--- src/rtl/serializer_pkg.sv ---
// Shared types for the row serializer: FSM state encoding and default row width.
// ST_GAP exists only when ROW_SER_GAP_EN is defined.
package serializer_pkg;

  localparam int DEFAULT_ROW_WIDTH = 8;

  typedef enum logic [2:0] {
    ST_IDLE  = 3'd0,
    ST_LOAD  = 3'd1,
    ST_SHIFT = 3'd2,
    ST_DRAIN = 3'd3
`ifdef ROW_SER_GAP_EN
    , ST_GAP = 3'd4
`endif
  } row_ser_state_e;

endpackage

--- src/rtl/row_serializer_ctrl.sv ---
// Row serializer controller: accepts a row word, drives an external shift register LSB first.
// Define ROW_SER_GAP_EN to insert GAP_CYCLES idle cycles between frames.
module row_serializer_ctrl
  import serializer_pkg::*;
#(
  parameter int WIDTH      = DEFAULT_ROW_WIDTH,
  parameter int GAP_CYCLES = 2
) (
  input  logic             clk,
  input  logic             rst,
  input  logic [WIDTH-1:0] row_data,
  input  logic             row_valid,
  output logic             row_ready,
  input  logic             flush,
  input  logic             serial_ready,
  output logic [WIDTH-1:0] p2s_data,
  output logic             p2s_load_en,
  output logic             p2s_shift_en,
  output logic             bit_valid,
  output logic             frame_start,
  output logic             frame_last,
  output logic             busy,
  output row_ser_state_e   state_o
);

  // Handshakes: a row transfers on a rising edge where row_valid && row_ready;
  // a serial bit is consumed on a rising edge where bit_valid && serial_ready.

  localparam int            CW       = (WIDTH > 1) ? $clog2(WIDTH) : 1;
  localparam logic [CW-1:0] LAST_IDX = CW'(WIDTH - 1);

  if (GAP_CYCLES < 0) begin : g_bad_gap
    $error("GAP_CYCLES must be non-negative");
  end

  row_ser_state_e   state_q, state_d;
  logic [WIDTH-1:0] data_q, data_d;
  logic [CW-1:0]    idx_q, idx_d;
  logic             bv_q, bv_d;
  logic             ready_c, load_c, shift_c;

`ifdef ROW_SER_GAP_EN
  localparam int            GW       = (GAP_CYCLES > 1) ? $clog2(GAP_CYCLES) : 1;
  localparam logic [GW-1:0] GAP_LAST = GW'((GAP_CYCLES > 0) ? GAP_CYCLES - 1 : 0);

  logic [GW-1:0] gap_q, gap_d;

  always_ff @(posedge clk or negedge rst) begin
    if (!rst) gap_q <= '0;
    else      gap_q <= gap_d;
  end
`endif

  always_ff @(posedge clk or negedge rst) begin
    if (!rst) begin
      state_q <= ST_IDLE;
      data_q  <= '0;
      idx_q   <= '0;
      bv_q    <= 1'b0;
    end else begin
      state_q <= state_d;
      data_q  <= data_d;
      idx_q   <= idx_d;
      bv_q    <= bv_d;
    end
  end

  always_comb begin
    state_d = state_q;
    data_d  = data_q;
    idx_d   = idx_q;
    bv_d    = bv_q;
    ready_c = 1'b0;
    load_c  = 1'b0;
    shift_c = 1'b0;
`ifdef ROW_SER_GAP_EN
    gap_d   = gap_q;
`endif
    case (state_q)
      ST_IDLE: begin
        ready_c = 1'b1;
        if (row_valid && !flush) begin
          data_d  = row_data;
          state_d = ST_LOAD;
        end
      end
      ST_LOAD: begin
        load_c  = 1'b1;
        idx_d   = '0;
        state_d = ST_SHIFT;
      end
      ST_SHIFT: begin
        // A shift refills the output slot, so an unconsumed bit blocks it.
        shift_c = !bv_q || serial_ready;
        if (shift_c) begin
          idx_d = bv_q ? idx_q + CW'(1) : '0;
          if (idx_d == LAST_IDX) state_d = ST_DRAIN;
        end
      end
      ST_DRAIN: begin
        if (bv_q && serial_ready) begin
          idx_d = '0;
`ifdef ROW_SER_GAP_EN
          gap_d   = '0;
          state_d = (GAP_CYCLES == 0) ? ST_IDLE : ST_GAP;
`else
          state_d = ST_IDLE;
`endif
        end
      end
`ifdef ROW_SER_GAP_EN
      ST_GAP: begin
        if (gap_q == GAP_LAST) begin
          gap_d   = '0;
          state_d = ST_IDLE;
        end else begin
          gap_d = gap_q + GW'(1);
        end
      end
`endif
      default: state_d = ST_IDLE;
    endcase

    if (shift_c)                  bv_d = 1'b1;
    else if (bv_q && serial_ready) bv_d = 1'b0;

    if (flush) begin
      state_d = ST_IDLE;
      bv_d    = 1'b0;
      idx_d   = '0;
`ifdef ROW_SER_GAP_EN
      gap_d   = '0;
`endif
    end
  end

  // Gating with rst keeps row_ready low while reset is held; gating with flush
  // keeps the handshake honest since flush blocks acceptance.
  assign row_ready    = ready_c && !flush && rst;
  assign p2s_data     = data_q;
  assign p2s_load_en  = load_c;
  assign p2s_shift_en = shift_c;
  assign bit_valid    = bv_q;
  assign frame_start  = bv_q && (idx_q == '0);
  assign frame_last   = bv_q && (idx_q == LAST_IDX);
  assign busy         = (state_q != ST_IDLE) || bv_q;
  assign state_o      = state_q;

endmodule

--- config.mk ---
export PLATFORM = sky130hd
export DESIGN_NAME = row_serializer_ctrl
export DESIGN_NICKNAME = d
export VERILOG_FILES = /design/src/rtl/serializer_pkg.sv /design/src/rtl/row_serializer_ctrl.sv
export SDC_FILE = /design/constraint.sdc
export NUM_CORES = 1
export LEC_CHECK = 0
export CELL_PAD_IN_SITES_DETAIL_PLACEMENT = 1
export CELL_PAD_IN_SITES_GLOBAL_PLACEMENT = 1
export CORE_ASPECT_RATIO = 0.75
export CORE_MARGIN = 2
export CORE_UTILIZATION = 33
export DETAILED_ROUTE_END_ITERATION = 6
export GPL_TIMING_DRIVEN = 1
export PLACE_DENSITY = 0.84
export SYNTH_ARGS = -nofsm -noshare
export SYNTH_HDL_FRONTEND = slang
export SYNTH_SLANG_ARGS = --single-unit
--- constraint.sdc ---
create_clock -name clk -period 2.1 [get_ports clk]
set_input_delay 0.42 -clock clk [delete_from_list [all_inputs] [get_ports clk]]
set_output_delay 0.42 -clock clk [all_outputs]
set_load 0.01 [all_outputs]
# Yosys cells after proc, flatten, opt, wreduce, memory -nomap -nowiden
# Cells that the tools add are included.
word_totals:
  ff_bits: 15
op_classes:
  n_addsub: 1
  eq_ne: 9
  mux: 16
  n_reduce_logical: 18
op_table:
  columns: ["operator", "count"]
  rows:
  - ["2-to-1 mux 3 bit", 8]
  - ["!= test 3 bit, second input constant", 4]
  - ["one-hot mux 3 bit (4 select lines)", 1]
  - ["one-hot mux 3 bit (3 select lines)", 1]
  - ["equality test 3 x 2 -> 1 bit, second input constant", 2]
  - ["equality test 3 bit, second input constant", 2]
  - ["logical AND 1 bit", 6]
  - ["zero test 3 bit", 2]
  - ["2-to-1 mux 1 bit", 6]
  - ["nonzero test 3 bit", 2]
  - ["AND reduction 4 bit", 1]
  - ["nonzero test 4 bit", 1]
  - ["adder 3 x 1 -> 3 bit, second input constant", 1]
  - ["equality test 3 x 1 -> 1 bit, second input constant", 1]
  - ["AND reduction 3 bit", 1]
  - ["zero test 1 bit", 2]
  - ["logical OR 1 bit", 2]
  - ["AND reduction 2 bit", 1]

# Depth between registers and ports, before layout
# Gate-level depths: netlist of the first run.
logic_depth:
  word_depth: 7
  depth_mapped: 7
  mapped_depth_nobuf: 6

# Worst setup path before layout of the first run
# No wires, ideal clock.
synth_timing:
  path_type: "register to register"
  start: "register state_q[0], in the netlist state_o[0]"
  end: "register idx_q[0]"
  setup_time_ns: 0.128
  t_arrival_ns: 1.539
  t_required_ns: 1.972
  setup_slack_ns: 0.433
  stages_incl_launch_ff: 8
  n_path_buf: 1
  synth_period_minus_slack_ns: 1.667
  path_cell_list: "dfrtp_1 inv_1 ha_1 buf_4 nor3_2 a221oi_2 nor2_2 mux2_1"
synth_via:
  elab_chain_cells: 3
synth_rtl:
  columns: ["element", "line_no", "text"]
  rows:
  - ["start, declared", "row_serializer_ctrl.sv:36", "row_ser_state_e state_q, state_d;"]
  - ["start signal, assigned", "row_serializer_ctrl.sv:61", "state_q <= state_d;"]
  - ["equality test 3 x 2 -> 1 bit or equality test 3 x 1 -> 1 bit (tied branches)", "row_serializer_ctrl.sv:79", "case (state_q)"]
  - ["!= test 3 bit (no line) (tied with other cells)", null, null]
  - ["AND reduction 3 bit (no line) or 2-to-1 mux 3 bit (tied branches)", null, null]
  - ["end signal, assigned", "row_serializer_ctrl.sv:63", "idx_q <= idx_d;"]
  - ["end, declared", "row_serializer_ctrl.sv:38", "logic [CW-1:0] idx_q, idx_d;"]
# Parallel ways exist; a longest one is shown, timed or not.
# A chain may end at the register's enable or synchronous reset.

# Worst setup path after layout of the first run
layout_timing:
  start: "register state_q[0], in the netlist state_o[0]"
  end: "output port p2s_load_en"
layout_via:
  elab_chain_cells: 2
layout_rtl:
  columns: ["element", "line_no", "text"]
  rows:
  - ["equality test 3 x 1 -> 1 bit", "row_serializer_ctrl.sv:79", null]
  - ["2-to-1 mux 1 bit", "row_serializer_ctrl.sv:79", null]
  - ["end, declared", "row_serializer_ctrl.sv:17", "output logic p2s_load_en,"]
# Every way passes these cells.

==> summary.txt, run 1 <==
Global routing
  • Vias in the first global route: 853
  • Congestion Overflow GR: 0
  • Total track usage: 0.178
  • Met2 Use GR: 0.378
  • Largest net degree at the start of global routing: 15
  • M3 GR Usage: 0.0706
  • Initial antenna violation count: 0
  • First-pass GRT wire length: 3.88 mm
  • Gr busiest metal: met2
  • Global routing usage on met1: 0.166

Layout
  • Design area: 0.00126 mm^2
  • Layout Cells excl Fill: 147
  • Multi-input gate area: 459 um^2
  • Area delta synth->final: 48.7%
  • Fillers: 278
  • Share of cells above drive strength 1: 0.195
  • Sequential cell area: 350 um^2
  • Post-layout nets: 134
  • N_diodes: 0

Synth
  • Cell taking the most area after synthesis: dfrtp_1
  • Synth Area per Inst: 11.7 um^2
  • #FFs+latches synth: 14
  • Synth top area share: 0.412
  • XOR/XNOR share of the synthesized area: 0
  • Post-synth EDFFs: 0
  • Synth warnings: 0
  • Netlist cell types: 30
  • Net count after synthesis: 93
  • Most frequent cells after synthesis: dfrtp_1, mux2_1, ha_1, inv_1, nor2_1
  • Largest family of logic cells by synthesized area: simple AND/OR/NAND/NOR gates
  • Fraction of registers with async set/reset: 1.00
  • Compound-Gate Fraction of Synth Area: 0.0897
  • Top-count cell post-synth: dfrtp_1
  • Most used DFF post-synth: dfrtp_1
  • Register area share after synthesis: 0.412
  • Post-synthesis mux area share: 0.146
  • Post-Syn Area: 851 um^2
  • Ranking of synthesized cells by area: dfrtp_1, mux2_1, ha_1
  • Synth Area in Adders: 0.103
  • Simple-gate share of the synthesized area: 0.197
  • Cells after Synth: 73

Clock tree
  • Htree depth: 1
  • Clk sink count: 14
  • Cts bufs inserted: 3
  • Post-CTS Hold Buffers: 0
  • Clk root buf: clkbuf_4
  • Max Buffers Root-to-Sink: 2
  • Clk_lat worst skew: 0.29 ns
  • Reg clk slew, reported paths: 0.10 ns
  • CTS tree: yes

Placement
  • Port bufs: 29
  • Placed instance count: 140
  • Hpwl dp: 1.76 mm
  • Worst slack, placed: -0.0549 ns
  • GPL Wtd Cong: 0.771
  • Post-DP Area: 0.00121 mm^2

Timing
  • Fmax: 0.510 GHz
  • Tcrit/Tclk final: 0.934
  • Layout Skew: 0.00572 ns
  • Unrepaired setup endpoints after global routing: no
  • Slew Limit Fails: 0
  • Worst setup margin: 0.139 ns
  • Hold Slack: 0.458 ns
  • Final hold violations: 0
  • # setup viols final: 0
  • Fin crit period: 1.96 ns

Pwr
  • Worst VDD drop: 0.447 mV
  • Power density over the cells: 1120 mW/mm^2
  • Leakage: 0.616 nW

Route
  • Detailed Routing Iterations Pass 1: 4
  • Wire length per cell: 16.0 um
  • Vias per cell: 4.87
  • DR vias: 716
  • Number of routed nets with antenna violations: 0
  • Routed wire length: 2.35 mm
  • DRC viols: 0
  • DRT iter0 DRCs: 12

Setup path
  • CP Capture Type: output pin
  • Worst path arrival time: 1.54 ns
  • Critical path class: reg -> out
  • Worst Path Required: 1.68 ns
  • Reg2reg path depth: 7
  • Worst-path fanout max: 3
  • Crit path launch type: flip-flop

Status
  • Outcome: completed

Floorplanning
  • Die Area: 0.00300 mm^2
  • Boundary pin count: 31
  • Num rows: 15
  • Core Area: 0.00236 mm^2
  • Die Wd: 62.6 um
  • Initial cell density of the core: 0.360
  • Die height: 48.0 um

Min path
  • HP Class: in -> async

Run
  • Max cap viols: 0
## registers in the layout (all words and copies together), names as in the netlist
| name | flops |
|---|---|
| bit_valid | 1 |
| idx_q | 3 |
| p2s_data | 8 |
| state_o | 2 |
## worst max-delay path: stages (launching register included)
cell and delay, ns:
dfrtp_1 0.42, buf_4 0.15, ha_1 0.21, clkdlybuf4s50_1 0.48
## layer usage
metal	share of wire	vias to the layer above
li1	-	335
met1	0.38	350
met2	0.52	29
met3	0.086	2
met4	0.0055	0
met5	0	-
## kinds of logic after synthesis
logic type,after synthesis
AO/OA/AOI/OAI,9
adder cells (fa/ha/maj),7
buffers and inverters,7
flip-flops,14
multiplexers,11
other,1
AND/OR/NAND/NOR,24
## what timing repair did
item                                    in CTS  in global routing
buffers inserted                             3                  0
resized for setup                            6                  1
endpoints found under the setup margin       4                  1
## metrics by stage
stage / utilization / total power (W) / TNS [ns]
finish: 0.535 / 0.00141 / 0
global route: 0.535 / 0.00152 / 0
CTS: 0.534 / 0.00143 / 0
detailed placement: 0.512 / 0.00121 / -0.0549
global placement: 0.512 / 0.00116 / -0.0279
floorplan: - / 0.000797 / 0
## path summary, 6_finish.rpt
| kind | start | to | slack (ns) |
|---|---|---|---|
| max in group asynchronous | rst | p2s_data[1] | 1.46 |
| hold / removal | rst | bit_valid | 0.46 |
| min in group clk | p2s_data[0] | p2s_data[0] | 0.50 |
| setup reg to reg | state_o[1] | idx_q[0] | 0.32 |
| setup / recovery | state_o[0] | p2s_load_en | 0.14 |
| hold reg to reg | p2s_data[0] | p2s_data[0] | 0.50 |
## cells in the final DEF (no fill, tap or decap), types with 2 or more instances in the layout
| cell | netlist | final |
|---|---|---|
| a211o_1 | 2 | 2 |
| ha_1 | 7 | 7 |
| a21o_1 | 2 | 2 |
| clkbuf_4 | 0 | 3 |
| nand2b_1 | 2 | 2 |
| and3_1 | 3 | 3 |
| nand2_1 | 3 | 3 |
| buf_4 | 2 | 10 |
| mux2_1 | 11 | 11 |
| dlygate4sd2_1 | 0 | 5 |
| nor2_1 | 4 | 4 |
| clkdlybuf4s50_1 | 0 | 23 |
| dfrtp_1 | 14 | 14 |
| inv_1 | 4 | 3 |
## final cells by class
class | instances | area share
Sequential cell | 14 | 0.277
Multi-Input combinational cell | 52 | 0.363
Timing Repair Buffer | 39 | 0.286
Tap cell | 34 | 0.0336
Clock buffer | 4 | 0.0287
Inverter | 4 | 0.0119
## power by group
part           switching, W  internal (W)
Combinational      0.000360      0.000427
Sequential        0.0000571      0.000367
Clock             0.0000973      0.000106
Total              0.000514      0.000900
Power figures use the tool's default switching activity.
==> run 2, diff against run 1 <==
Settings changed: CORE_MARGIN 2 to 10, SLEW_MARGIN set to 20.
==> run 2 against run 1 <==
Net effect:
- sequential share of layout area rose by 0.15 points
- power rose by 1.2%
- first-iteration DRC count rose to 3.7 times the previous value
- die area rose by 67%
- via count fell by 1.8%
- utilization fell by 0.53 points
- sequential power rose by 1%
- routed wire length rose by 7.3%
- clock-buffer cell count did not move
- cell count fell by 0.68%
- register-to-register slack got worse by 0.03 ns
- largest cell class unchanged
==> summary.txt, run 2 (synthesized netlist as in run 1, its figures left out) <==
Placement
  • Placed instance count: 140 (unchanged)
  • GPL Wtd Cong: 0.772 (was 0.771)
  • Port bufs: 29 (unchanged)
  • Hpwl dp: 1.99 mm (was 1.76 mm)

Status
  • Outcome: completed (unchanged)

Clock tree
  • Post-CTS Hold Buffers: 0 (unchanged)
  • Clk sink count: 14 (unchanged)
  • Clk root buf: clkbuf_4 (unchanged)
  • Reg clk slew, reported paths: 0.09 ns (was 0.10 ns)
  • Clk_lat worst skew: 0.28 ns (was 0.29 ns)
  • CTS tree: yes (unchanged)
  • Cts bufs inserted: 3 (unchanged)
  • Max Buffers Root-to-Sink: 2 (unchanged)
  • Htree depth: 1 (unchanged)

Global routing
  • Initial antenna violation count: 0 (unchanged)
  • Total track usage: 0.103 (was 0.178)
  • Congestion Overflow GR: 0 (unchanged)
  • Largest net degree at the start of global routing: 15 (unchanged)
  • First-pass GRT wire length: 4.19 mm (was 3.88 mm)
  • Vias in the first global route: 810 (was 853)

Route
  • Detailed Routing Iterations Pass 1: 4 (unchanged)
  • Number of routed nets with antenna violations: 0 (unchanged)
  • Routed wire length: 2.52 mm (was 2.35 mm)
  • Vias per cell: 4.82 (was 4.87)
  • DRC viols: 0 (unchanged)
  • DR vias: 703 (was 716)
  • DRT iter0 DRCs: 44 (was 12)
  • Wire length per cell: 17.2 um (was 16.0 um)

Layout
  • Share of cells above drive strength 1: 0.205 (was 0.195)
  • Layout Cells excl Fill: 146 (was 147)
  • Post-layout nets: 133 (was 134)
  • Most frequent cells in the layout: clkdlybuf4s50_1, dfrtp_1, mux2_1 (unchanged)
  • Fillers: 281 (was 278)
  • N_diodes: 0 (unchanged)
  • Most common library cell in the layout ignoring fill and taps: clkdlybuf4s50_1 (unchanged)
  • Area delta synth->final: 48.4% (was 48.7%)
  • Largest register FFs: 8 (unchanged)

Timing
  • Fmax: 0.500 GHz (was 0.510 GHz)
  • # setup viols final: 0 (unchanged)
  • Unrepaired setup endpoints after global routing: no (unchanged)
  • Final hold violations: 0 (unchanged)
  • Slew Limit Fails: 0 (unchanged)
  • Layout Skew: 0.000702 ns (was 0.00572 ns)
  • Tcrit/Tclk final: 0.953 (was 0.934)
  • Setup_tns: 0 ns (unchanged)
  • Fin crit period: 2.00 ns (was 1.96 ns)

Setup path
  • Buf/Inv on CP: 2 (unchanged)
  • Critical path class: reg -> out (unchanged)
  • Worst Path Required: 1.68 ns (about the same)
  • Worst-path cell chain: inv_1, ha_2, and3b_1, dlygate4sd2_1 (was buf_4, ha_1, clkdlybuf4s50_1)
  • Worst-path fanout max: 4 (was 3)
  • Crit path launch type: flip-flop (unchanged)
  • CP Capture Type: output pin (unchanged)
  • Slowest CP cell: dfrtp_1 (was clkdlybuf4s50_1)
  • Worst path arrival time: 1.58 ns (was 1.54 ns)
  • Largest stage delay on the critical path: 0.40 ns (was 0.48 ns)
  • CP delay by family, top: buffers and inverters (unchanged)

Floorplanning
  • Boundary pin count: 31 (unchanged)
  • Die Area: 0.00503 mm^2 (was 0.00300 mm^2)
  • Initial cell density of the core: 0.357 (was 0.360)
  • Die height: 64.0 um (was 48.0 um)
  • Die Wd: 78.6 um (was 62.6 um)
  • Num rows: 15 (unchanged)
  • Core Area: 0.00238 mm^2 (was 0.00236 mm^2)

Pwr
  • Worst VDD drop: 0.717 mV (was 0.447 mV)
  • Power density over the cells: 1130 mW/mm^2 (was 1120 mW/mm^2)
  • Leakage: 0.606 nW (was 0.616 nW)

Run
  • Max cap viols: 0 (unchanged)

Min path
  • HP Class: in -> async (unchanged)
-- run 2: power breakdown --
part / internal [W] / switching (W) / leakage, nW
Sequential: 0.000368 / 0.0000623 / 0.174
Clock: 0.000105 / 0.0000918 / 0.0210
Combinational: 0.000441 / 0.000362 / 0.411
-- run 2: path summary, 6_finish.rpt --
kind                                  start     endpoint  slack, ns  depth (start not counted)
min in group clk                p2s_data[7]  p2s_data[7]       0.49                          1
worst min register to register  p2s_data[7]  p2s_data[7]       0.49                          1
worst max register to register   state_o[1]     idx_q[0]       0.29                          7
worst min-delay path                    rst     idx_q[2]       0.48                          2
max in group asynchronous               rst    bit_valid       1.44                          2
worst max-delay path             state_o[0]    row_ready        0.1                          4
-- run 2: metrics by stage --
stage               area [um^2]  setup WS (ns)  power [W]  hold WS, ns  utilization
finish                     1260         0.0990    0.00143        0.484        0.530
global route               1260         0.0175    0.00155        0.493        0.530
CTS                        1260         0.0584    0.00144        0.493        0.529
detailed placement         1210        -0.0539    0.00123        0.484        0.508
global placement           1210        -0.0350    0.00119        0.474        0.508
floorplan                   851          0.433   0.000797        0.124            -
-- run 2: cell type report --
| class | count | area [um^2] | area share |
|---|---|---|---|
| Inverter | 4 | 15.0 | 0.0119 |
| Tap cell | 34 | 42.5 | 0.0337 |
| Clock buffer | 4 | 36.3 | 0.0287 |
| Multi-Input combinational cell | 52 | 462 | 0.366 |
| Sequential cell | 14 | 352 | 0.278 |
| Timing Repair Buffer | 38 | 355 | 0.281 |
-- run 2: worst reg2reg max path, cell delays in order (launching register included) --
cell	delay, ns
dfrtp_1	0.41
buf_4	0.15
ha_1	0.18
buf_4	0.16
nor3_2	0.22
a221oi_2	0.06
nor2_2	0.17
mux2_1	0.34
-- run 2: repair_timing --
action,4_1_cts,5_1_grt
pin swaps,0,0
setup endpoints to repair,4,3
setup buffers,2,0
gates resized for setup,6,2
-- run 2: layer usage --
metal / track usage / vias to the layer above / routed length [um]
met5: 0 / - / 0
met2: 0.159 / 30 / 1120
met3: 0.0824 / 0 / 351
met4: 0.0201 / 0 / 0
li1: - / 333 / -
met1: 0.108 / 340 / 1040
